--- config.mk ---
export PLATFORM = sky130hd
export DESIGN_NAME = vga_draw_engine
export DESIGN_NICKNAME = d
export VERILOG_FILES = /design/src/rtl/vga_draw_engine.sv
export SDC_FILE = /design/constraint.sdc
export NUM_CORES = 1
export LEC_CHECK = 0
export BUFFER_PORTS_ARGS = -buffer_cell sky130_fd_sc_hd__buf_2
export CORE_ASPECT_RATIO = 1.25
export CORE_MARGIN = 4
export CORE_UTILIZATION = 54
export DETAILED_ROUTE_END_ITERATION = 8
export PLACE_DENSITY_LB_ADDON = 0.3
export SLEW_MARGIN = 20
export SYNTH_ARGS = -nofsm -noshare
export SYNTH_HDL_FRONTEND = slang
export SYNTH_SLANG_ARGS = --single-unit
--- constraint.sdc ---
create_clock -name Fast_Clock -period 4.65 [get_ports Fast_Clock]
set_clock_uncertainty 0.15 [all_clocks]
set_input_delay 0.2325 -clock Fast_Clock [delete_from_list [all_inputs] [get_ports Fast_Clock]]
set_output_delay 0.2325 -clock Fast_Clock [all_outputs]
set_load 0.01 [all_outputs]
--- src/rtl/vga_draw_engine.sv ---
// Rasterises pixel / rect-fill / clear commands into one framebuffer write per clock.
// Latency: 1 setup cycle + w*h writes + 1 done cycle; Cmd_Ready is high only in IDLE.
module vga_draw_engine #(
    parameter int FB_WIDTH   = 160,
    parameter int FB_HEIGHT  = 120,
    parameter int COLOR_BITS = 9,
    parameter int COORD_BITS = 10,
    parameter int FB_ADDRW   = 15
) (
    input  logic                  Fast_Clock,
    input  logic                  Reset_N,
    input  logic                  Cmd_Valid,
    output logic                  Cmd_Ready,
    input  logic [1:0]            Cmd_Op,
    input  logic [COORD_BITS-1:0] Cmd_X0,
    input  logic [COORD_BITS-1:0] Cmd_Y0,
    input  logic [COORD_BITS-1:0] Cmd_X1,
    input  logic [COORD_BITS-1:0] Cmd_Y1,
    input  logic [COLOR_BITS-1:0] Cmd_Color,
    input  logic                  Cmd_Sync,
    input  logic                  Frame_Start,
    input  logic                  Abort,
    output logic                  FB_Write_Enable,
    output logic [FB_ADDRW-1:0]   FB_Write_Address,
    output logic [COLOR_BITS-1:0] FB_Write_Data,
    output logic                  Busy,
    output logic                  Done,
    output logic                  Error
);

    localparam int AW1 = FB_ADDRW + 1;
    localparam logic [1:0] OP_PIXEL = 2'd0;
    localparam logic [1:0] OP_RECT  = 2'd1;
    localparam logic [1:0] OP_CLEAR = 2'd2;
    localparam logic [1:0] OP_RSVD  = 2'd3;
    localparam logic [COORD_BITS-1:0] X_MAX = COORD_BITS'(FB_WIDTH - 1);
    localparam logic [COORD_BITS-1:0] Y_MAX = COORD_BITS'(FB_HEIGHT - 1);
    localparam logic [AW1-1:0] ROW_STEP = AW1'(FB_WIDTH);

    typedef enum logic [2:0] {S_IDLE, S_WAIT_SYNC, S_SETUP, S_FILL, S_FINISH} state_t;

    state_t                  state, state_n;
    logic [1:0]              op_q;
    logic [COORD_BITS-1:0]   x0_q, y0_q, x1_q, y1_q;
    logic [COLOR_BITS-1:0]   color_q;
    logic [COORD_BITS-1:0]   xs_q, xe_q, ye_q, x_q, y_q;
    logic [COORD_BITS-1:0]   x_n, y_n;
    logic [FB_ADDRW-1:0]     row_base_q, rb_n;
    logic [COORD_BITS-1:0]   su_xs, su_ys, su_xe, su_ye;
    logic                    su_empty, x0_off, y0_off;
    logic                    accept, last_col;
    logic [AW1-1:0]          addr_sum;

    assign accept   = (state == S_IDLE) && Cmd_Valid && Cmd_Ready;
    assign last_col = (x_q == xe_q);
    assign Busy     = (state != S_IDLE);
    assign x0_off   = 32'(x0_q) >= 32'(FB_WIDTH);
    assign y0_off   = 32'(y0_q) >= 32'(FB_HEIGHT);

    // Region bounds and emptiness, evaluated from the latched command during SETUP.
    always_comb begin
        su_xs    = x0_q;
        su_ys    = y0_q;
        su_xe    = x0_q;
        su_ye    = y0_q;
        su_empty = 1'b0;
        case (op_q)
            OP_PIXEL: su_empty = x0_off || y0_off;
            OP_RECT: begin
                su_xe    = (x1_q > X_MAX) ? X_MAX : x1_q;
                su_ye    = (y1_q > Y_MAX) ? Y_MAX : y1_q;
                su_empty = (x0_q > x1_q) || (y0_q > y1_q) || x0_off || y0_off;
            end
            OP_CLEAR: begin
                su_xs = '0;
                su_ys = '0;
                su_xe = X_MAX;
                su_ye = Y_MAX;
            end
            default: su_empty = 1'b1;
        endcase
    end

    always_ff @(posedge Fast_Clock or negedge Reset_N) begin
        if (!Reset_N) state <= S_IDLE;
        else          state <= state_n;
    end

    always_comb begin
        state_n = state;
        x_n     = x_q;
        y_n     = y_q;
        rb_n    = row_base_q;
        case (state)
            S_IDLE: if (accept) state_n = Cmd_Sync ? S_WAIT_SYNC : S_SETUP;
            S_WAIT_SYNC: begin
                if (Abort)            state_n = S_IDLE;
                else if (Frame_Start) state_n = S_SETUP;
            end
            S_SETUP: begin
                if (Abort)         state_n = S_IDLE;
                else if (su_empty) state_n = S_FINISH;
                else begin
                    state_n = S_FILL;
                    x_n     = su_xs;
                    y_n     = su_ys;
                    rb_n    = FB_ADDRW'(AW1'(su_ys) * ROW_STEP);
                end
            end
            S_FILL: begin
                if (Abort)                          state_n = S_IDLE;
                else if (last_col && y_q == ye_q)   state_n = S_FINISH;
                else if (last_col) begin
                    x_n  = xs_q;
                    y_n  = y_q + COORD_BITS'(1);
                    rb_n = FB_ADDRW'(AW1'(row_base_q) + ROW_STEP);
                end else begin
                    x_n = x_q + COORD_BITS'(1);
                end
            end
            S_FINISH: state_n = S_IDLE;
            default:  state_n = S_IDLE;
        endcase
    end

    assign addr_sum = AW1'(rb_n) + AW1'(x_n);

    always_ff @(posedge Fast_Clock or negedge Reset_N) begin
        if (!Reset_N) begin
            op_q    <= '0;
            x0_q    <= '0;
            y0_q    <= '0;
            x1_q    <= '0;
            y1_q    <= '0;
            color_q <= '0;
        end else if (accept) begin
            op_q    <= Cmd_Op;
            x0_q    <= Cmd_X0;
            y0_q    <= Cmd_Y0;
            x1_q    <= Cmd_X1;
            y1_q    <= Cmd_Y1;
            color_q <= Cmd_Color;
        end
    end

    always_ff @(posedge Fast_Clock or negedge Reset_N) begin
        if (!Reset_N) begin
            xs_q       <= '0;
            xe_q       <= '0;
            ye_q       <= '0;
            x_q        <= '0;
            y_q        <= '0;
            row_base_q <= '0;
        end else begin
            if (state == S_SETUP) begin
                xs_q <= su_xs;
                xe_q <= su_xe;
                ye_q <= su_ye;
            end
            x_q        <= x_n;
            y_q        <= y_n;
            row_base_q <= rb_n;
        end
    end

    // Outputs are registered from the next state so they line up with the state they describe.
    always_ff @(posedge Fast_Clock or negedge Reset_N) begin
        if (!Reset_N) begin
            Cmd_Ready        <= 1'b0;
            FB_Write_Enable  <= 1'b0;
            FB_Write_Address <= '0;
            FB_Write_Data    <= '0;
            Done             <= 1'b0;
            Error            <= 1'b0;
        end else begin
            Cmd_Ready       <= (state_n == S_IDLE);
            FB_Write_Enable <= (state_n == S_FILL);
            Done            <= (state_n == S_FINISH);
            Error           <= (state_n == S_FINISH) && (op_q == OP_RSVD);
            if (state_n == S_FILL) begin
                FB_Write_Address <= addr_sum[FB_ADDRW-1:0];
                FB_Write_Data    <= color_q;
            end
        end
    end

endmodule

==> out/results.tsv, run 1 <==
stage	metric	value	unit
outcome	status	finished, final reports clean	
route	drc_errors	0	
route	route.detailed.wl_per_inst	17.79	um
placement	routabilityCongestion	0.8783	
timing	setup_viol_count_final	0	
floorplan	vertical_extent_of_the_die	146.1	um
worst_setup_path	worst_setup_path_startpoint	x1_q[5]	
route	dr_total_vias	7373	
placement	placed_cell_area	9074	um2
floorplan	ioPinCount	86	
worst_setup_path	cp_data_arrival_time	4.66	ns
min_path	timing.hold.worst.start	Cmd_Valid	
worst_setup_path	timing.critical_path.mode_cell	sky130_fd_sc_hd__a21oi_1	
route	antenna_left	0	
timing	timing.slew.headroom	0.3578	
global_routing	grt-busiest-layer	met2	
finish	stdcell_area	10670	um2
yosys	post_synth_inst_count	870	
worst_setup_path	highest_delay_cell_along_the_critical_path	sky130_fd_sc_hd__a221oi_2	
yosys	synthesized_area_fraction_occupied_by_ao_oa_aoi_and_oai_cells	0.1890	
floorplan	floorplan.rows	50	
timing	worstMarginPinSlew	0.9598	ns
worst_setup_path	worst-setup-path-type	register to register	
floorplan	dieArea	17320	um2
worst_setup_path	critical_path.n_buffers_inverters	3	
yosys	async_reset_ff_frac	1.000	
finish	post_layout_nets	1156	
yosys	netlist_area	8243	um2
worst_setup_path	critical_path_peak_fanout	6	
yosys	synth.top_cells.by_area	sky130_fd_sc_hd__dfrtp_1, sky130_fd_sc_hd__ha_1, sky130_fd_sc_hd__o21ai_0	
finish	n_fill_cell	1026	
yosys	yosys.cell_types.count	69	
global_routing	met2_global_route_usage	0.4026	
yosys	ys.flop_type	sky130_fd_sc_hd__dfrtp_1	
route	finalWirelength	22.12	mm
placement	total_instance_count_after_detailed_placement	1139	
worst_setup_path	timing.critical_path.slowest_cell_delay	0.44	ns
pwr	ir_worst_vdd	0.0004803	V
yosys	synth_top_family_by_area	compound AO/OA/AOI/OAI gates	
pwr	power.static_leakage	0.004897	uW
global_routing	globalRoute.totalOverflow	0	
yosys	synthesized_area_fraction_occupied_by_adder_cells	0.07923	
yosys	ys_seq_area_frac	0.4463	
global_routing	global_route.usage.total	0.2442	
yosys	yosys_warnings	0	
timing	fin_hold_ws	0.1463	ns
global_routing	antenna_found_initial	0	
finish	final_cell_mix	sky130_fd_sc_hd__dfrtp_1, sky130_fd_sc_hd__nand2_1, sky130_fd_sc_hd__buf_2, sky130_fd_sc_hd__o21ai_0, sky130_fd_sc_hd__buf_4	
clocking	h-tree-depth	4	
yosys	yosys_register_bits	147	
route	initialDrtViolationCount	576	
floorplan	core_region_area	14950	um2
worst_setup_path	critPathCaptureType	register	
worst_setup_path	worst-endpoint-required	4.77	ns
yosys	synth_enable_flop_cells	0	
clocking	clk_pin_slew_worst_paths	0.06	ns
global_routing	use_met3	0.04533	
clocking	clock_tree.buffer_depth	2	
floorplan	chipWidth	118.5	um
finish	n_antenna_cell	0	
worst_setup_path	crit_path_start_kind	register	
timing	final.period_utilization	0.9761	
clocking	clk_root_buffer_cell	sky130_fd_sc_hd__clkbuf_16	
yosys	syn-num-nets	978	
global_routing	grt_pass1_wl	34.71	mm
clocking	clock_sink_count	147	
floorplan	start_util	0.5513	
global_routing	maximum_number_of_pins_on_one_net_before_global_route_repair	81	
clocking	cts-buffers-inserted	17	
clocking	worst_skew_pair_later_pin_latency	0.43	ns
yosys	synth_largest_area_cell	sky130_fd_sc_hd__dfrtp_1	
worst_setup_path	timing.critical_path.max_delay_family	compound AO/OA/AOI/OAI gates	
yosys	post_synth_xor_area_fraction	0.04888	
placement	numPortBuffers	85	
finish	final_core_util	0.7135	
finish	final_cells	1243	
pwr	power.density_cell_area	740.4	nW/um2
route	length_of_the_first_detailed_routing_pass_in_iterations	5	
timing	timing_max_transition_violations_final	0	
placement	post_dp_hpwl	14.21	mm
worst_setup_path	rr_startpoint	x1_q[5]	
yosys	synth_top_cell_area_share	0.4463	
timing	hold_viol	0	
min_path	hold_path_class	input pin to register	
worst_setup_path	path_cells	inv_1, ha_4, a21oi_1, o21ai_2, a2111oi_4, buf_4, o221ai_4, nor2_4, buf_6, o21ai_0, a221oi_2, ha_1, a21o_1, a21oi_1, o21ai_0, o211ai_1, o211ai_1, nand4_1, xor2_1, a21oi_1	
timing	maximum_achievable_frequency	0.2203	GHz
route	viasPerCell	5.932	
yosys	synth_area_per_cell	9.475	um2
timing	finalCriticalPeriod	4.539	ns
finish	area_growth_syn_to_layout	29.42	%
timing	rsz0062_at_grt	true	
finish	layout-drive-gt1-share	0.2535	
global_routing	grt_pass1_vias	7118	
flow_run	max-cap-violations	0	
finish	layout.cells.most_common	sky130_fd_sc_hd__dfrtp_1	
clocking	cts_tree	yes	
global_routing	global_route.usage.met1	0.3240	
timing	setup_tns	0	ns
yosys	synth_simple_gate_area_frac	0.1489	
yosys	synth_mux_area_frac	0.04478	
==> worst reg2reg max path: cells and delay by family (launching register included) <==
family                   cells  cell delay [ns]
flip-flops                   1             0.38
AO/OA/AOI/OAI               12             2.45
XOR/XNOR                     1             0.15
buffers and inverters        3             0.44
AND/OR/NAND/NOR              2             0.25
adder cells (fa/ha/maj)      2             0.53
==> power breakdown <==
| part | internal [uW] | switching [uW] |
|---|---|---|
| Clock | 813 | 560 |
| Combinational | 1900 | 2290 |
| Sequential | 1850 | 480 |
==> cell families (layout without fill, tap and decap cells) <==
logic type      Yosys count  count (layout)
flops                   147             147
buf+inv                  91             282
fa+ha+maj                51              51
xor+xnor                 46              46
mux                      33              33
simple gates            261             261
compound gates          241             241
==> metrics by stage <==
step / power, uW / setup WS, ns
after global placement: 5719 / 0.06403
after CTS: 7338 / -0.006945
after floorplan: 4719 / 0.07003
after detailed placement: 5800 / -0.06878
after global routing: 8448 / -0.1130
final: 7898 / 0.1112
==> repair_timing <==
action | in CTS | in global routing
hold buffers | 55 | 0
endpoints found under the setup margin | 6 | 6
endpoints found under the hold margin | 111 | 0
gates resized for setup | 9 | 48
buffers inserted | 0 | 16
pin swaps | 2 | 27
cloned | 0 | 1
==> state kept, by name, indices dropped and copies added (netlist names) <==
signal / count
Cmd_Ready: 1
Done: 1
Error: 1
FB_Write_Address: 15
FB_Write_Data: 9
FB_Write_Enable: 1
color_q: 9
op_q: 2
row_base_q: 15
state: 3
x0_q: 10
x1_q: 10
x_q: 10
xe_q: 10
xs_q: 10
y0_q: 10
y1_q: 10
y_q: 10
ye_q: 10
==> layout make-up <==
type | instances | area [um2] | share of cell area
Tap cell | 182 | 227.7 | 0.02135
Clock inverter | 13 | 148.9 | 0.01396
Clock buffer | 19 | 442.9 | 0.04152
Inverter | 48 | 180.2 | 0.01689
Multi-Input combinational cell | 632 | 4538 | 0.4254
Timing Repair Buffer | 202 | 1451 | 0.1361
Sequential cell | 147 | 3679 | 0.3448
==> synth_stat cells (10+ instances only) <==
cell type / number
sky130_fd_sc_hd__nand2_1: 101
sky130_fd_sc_hd__a221oi_1: 19
sky130_fd_sc_hd__and2_1: 10
sky130_fd_sc_hd__ha_1: 49
sky130_fd_sc_hd__o21ai_0: 82
sky130_fd_sc_hd__clkbuf_1: 34
sky130_fd_sc_hd__dfrtp_1: 147
sky130_fd_sc_hd__xnor2_1: 22
sky130_fd_sc_hd__nand3_1: 19
sky130_fd_sc_hd__inv_1: 47
sky130_fd_sc_hd__a21o_1: 17
sky130_fd_sc_hd__xor2_1: 24
sky130_fd_sc_hd__a21oi_1: 47
sky130_fd_sc_hd__nor2_1: 62
sky130_fd_sc_hd__mux2_2: 30
sky130_fd_sc_hd__o22ai_1: 14
sky130_fd_sc_hd__nand4_1: 14
==> final timing paths <==
kind / end / slack, ns / depth (start not counted)
worst min-delay path: Cmd_Ready / 0.15 / 4
worst max register to register: FB_Write_Address[13] / 0.11 / 20
max in group asynchronous: x_q[0] / 3.14 / 3
worst min register to register: xs_q[8] / 0.34 / 2
worst max-delay path: FB_Write_Address[13] / 0.11 / 20
min in group asynchronous: row_base_q[8] / 0.20 / 2
==> metal layers <==
metal	vias up	routed length [um]
met4	0	576
li1	3476	-
met1	3534	9250
met2	312	11030
met5	-	0
met3	51	1260
Power figures use the tool's default switching activity.
==> inputs of run 2 (changes only) <==
--- a/config.mk
+++ b/config.mk
@@ -11,6 +11,7 @@
 export CORE_UTILIZATION = 54
 export DETAILED_ROUTE_END_ITERATION = 8
 export PLACE_DENSITY_LB_ADDON = 0.3
+export REMOVE_ABC_BUFFERS = 1
 export SLEW_MARGIN = 20
 export SYNTH_ARGS = -nofsm -noshare
 export SYNTH_HDL_FRONTEND = slang
==> run 2 against run 1 <==
Sequential power about the same. Maximum frequency down 0.26%. Die area unchanged. Core utilization down 1.0 points. Total power down 2.7%. Critical path type unchanged. Largest cell class unchanged. Largest power group unchanged.
==> out/results.tsv, run 2 (same netlist as run 1, synthesis figures left out) <==
stage	metric	value	unit	change
outcome	status	finished, final reports clean		
flow_run	max-cap-violations	0		unchanged
clocking	cts_tree	yes		
worst_setup_path	worst-r2r-setup-slack	0.1	ns	about the same
placement	post_dp_hpwl	15.02	mm	+5.7%
route	initialDrtViolationCount	600		+4.2%
worst_setup_path	critical_path_peak_fanout	4		-2
clocking	h-tree-depth	4		unchanged
pwr	power	7689	uW	-2.7%
placement	numPortBuffers	85		unchanged
finish	layout-drive-gt1-share	0.2434		-0.01016
floorplan	floorplan.rows	50		unchanged
finish	final_cells	1238		-0.40%
worst_setup_path	crit_path_start_kind	register		
global_routing	grt_pass1_vias	7431		+4.4%
finish	reg.largest.list	FB_Write_Address: 15 flops, row_base_q: 15 flops		
timing	setup_viol_count_final	0		unchanged
worst_setup_path	critPathCaptureType	register		
placement	total_instance_count_after_detailed_placement	1139		unchanged
timing	final.period_utilization	0.9787		+0.002587
finish	layout.cells.most_common	sky130_fd_sc_hd__dfrtp_1		
clocking	worst_skew_pair_later_pin_latency	0.42	ns	about the same
floorplan	ioPinCount	86		unchanged
floorplan	start_util	0.5513		unchanged
worst_setup_path	worst-setup-path-type	register to register		
clocking	clk_root_buffer_cell	sky130_fd_sc_hd__clkbuf_16		
route	finalWirelength	23.05	mm	+4.2%
global_routing	antenna_found_initial	0		unchanged
worst_setup_path	critical_path.n_buffers_inverters	2		-1
clocking	cts-buffers-inserted	17		unchanged
route	length_of_the_first_detailed_routing_pass_in_iterations	5		unchanged
floorplan	vertical_extent_of_the_die	146.1	um	unchanged
placement	routabilityCongestion	0.9087		+3.5%
clocking	clk_pin_slew_worst_paths	0.07	ns	about the same
finish	seqCellArea	3679	um2	unchanged
timing	maximum_achievable_frequency	0.2197	GHz	-0.26%
finish	n_antenna_cell	0		unchanged
pwr	power.density_cell_area	731.3	nW/um2	-1.2%
pwr	power.static_leakage	0.004848	uW	-1.0%
min_path	hold_path_class	register to register		
finish	area_growth_syn_to_layout	27.55	%	
worst_setup_path	timing.critical_path.depth	19		-5.0%
worst_setup_path	cp_data_arrival_time	4.69	ns	+0.03 ns
timing	finalCriticalPeriod	4.551	ns	+0.01203 ns
timing	hold_viol	0		unchanged
global_routing	grt_pass1_wl	37.00	mm	+6.6%
worst_setup_path	path_cells	ha_1, a21oi_1, o21ai_1, a2111oi_4, buf_4, o221ai_4, nor2_4, buf_2, o21ai_0, a221oi_2, ha_1, a21o_1, a21o_1, a22o_1, o21ba_4, a311o_1, nand3_1, xor2_1, a21oi_2		
finish	multi_input_combinational_cell_area	4459	um2	-1.7%
worst_setup_path	timing.critical_path.slowest_cell_delay	0.39	ns	-0.05 ns
finish	n_fill_cell	1053		+2.6%
finish	final_cell_mix	sky130_fd_sc_hd__dfrtp_1, sky130_fd_sc_hd__nand2_1, sky130_fd_sc_hd__buf_2, sky130_fd_sc_hd__o21ai_0, sky130_fd_sc_hd__nor2_1		
route	drc_errors	0		unchanged
floorplan	dieArea	17320	um2	unchanged
route	antenna_left	0		unchanged
route	route.detailed.wl_per_inst	18.62	um	+4.6%
timing	worstMarginPinSlew	0.9577	ns	-0.002075 ns
pwr	ir_worst_vdd	0.0004531	V	-5.7%
timing	timing.slew.headroom	0.3615		+0.003747
global_routing	global_route.usage.total	0.2625		+0.01838
worst_setup_path	worst_r2r_path_depth	19		-5.0%
global_routing	maximum_number_of_pins_on_one_net_before_global_route_repair	104		+28%
global_routing	globalRoute.totalOverflow	0		unchanged
floorplan	chipWidth	118.5	um	unchanged
min_path	whs_path_depth	1		-3
timing	timing_max_transition_violations_final	0		unchanged
worst_setup_path	highest_delay_cell_along_the_critical_path	sky130_fd_sc_hd__dfrtp_1		
finish	post_layout_nets	1151		-0.43%
route	viasPerCell	6.034		+1.7%
clocking	clock_tree.buffer_depth	2		unchanged
clocking	clock_sink_count	147		unchanged
route	dr_total_vias	7470		+1.3%
worst_setup_path	timing.critical_path.max_delay_family	compound AO/OA/AOI/OAI gates		
floorplan	core_region_area	14950	um2	unchanged
worst_setup_path	worst-endpoint-required	4.79	ns	+0.02 ns
[run 2: repair_timing]
item / in CTS / in global routing
buffers inserted: 1 / 10
pin swaps: 4 / 19
hold buffers: 55 / 0
gates cloned: 0 / 1
gates resized for setup: 6 / 44
endpoints found under the setup margin: 3 / 6
hold endpoints to repair: 155 / 0
[run 2: routing by layer]
layer / global-route usage / routed length, um / vias to the layer above
li1: - / - / 3455
met1: 0.3261 / 9195 / 3648
met2: 0.4558 / 11710 / 298
met3: 0.04727 / 1336 / 69
met4: 0.1014 / 815 / 0
met5: 0 / 0 / -
[run 2: worst paths after layout]
kind | start | endpoint
setup / recovery | x0_q[3] | FB_Write_Address[12]
setup reg to reg | x0_q[3] | FB_Write_Address[12]
hold reg to reg | row_base_q[4] | row_base_q[4]
max in group asynchronous | Reset_N | xe_q[2]
hold / removal | row_base_q[4] | row_base_q[4]
min in group asynchronous | Reset_N | FB_Write_Address[10]
[run 2: stage by stage]
step                      hold slack [ns]  utilization  area [um2]  setup slack [ns]   TNS, ns
after floorplan                   -0.2131            -        8069          -0.08972  -0.09691
after global placement             0.2672       0.6069        9074           0.08092         0
after detailed placement           0.2771       0.6069        9074          -0.05127  -0.07502
after CTS                          0.3132       0.6844       10230           0.07436         0
after global routing               0.3580       0.7032       10510           -0.1072   -0.3828
final                              0.3352       0.7032       10510           0.09921         0
[run 2: where the power goes]
group          switching, uW  internal [uW]
sequential               491           1850
combinational           2260           1790
clock                    573            717
total                   3330           4360
[run 2: area by class of cell]
class / instances / area share
Clock inverter: 13 / 0.009520
Multi-Input combinational cell: 632 / 0.4241
Inverter: 48 / 0.01714
Clock buffer: 19 / 0.04308
Tap cell: 182 / 0.02166
Timing Repair Buffer: 197 / 0.1346
Sequential cell: 147 / 0.3499
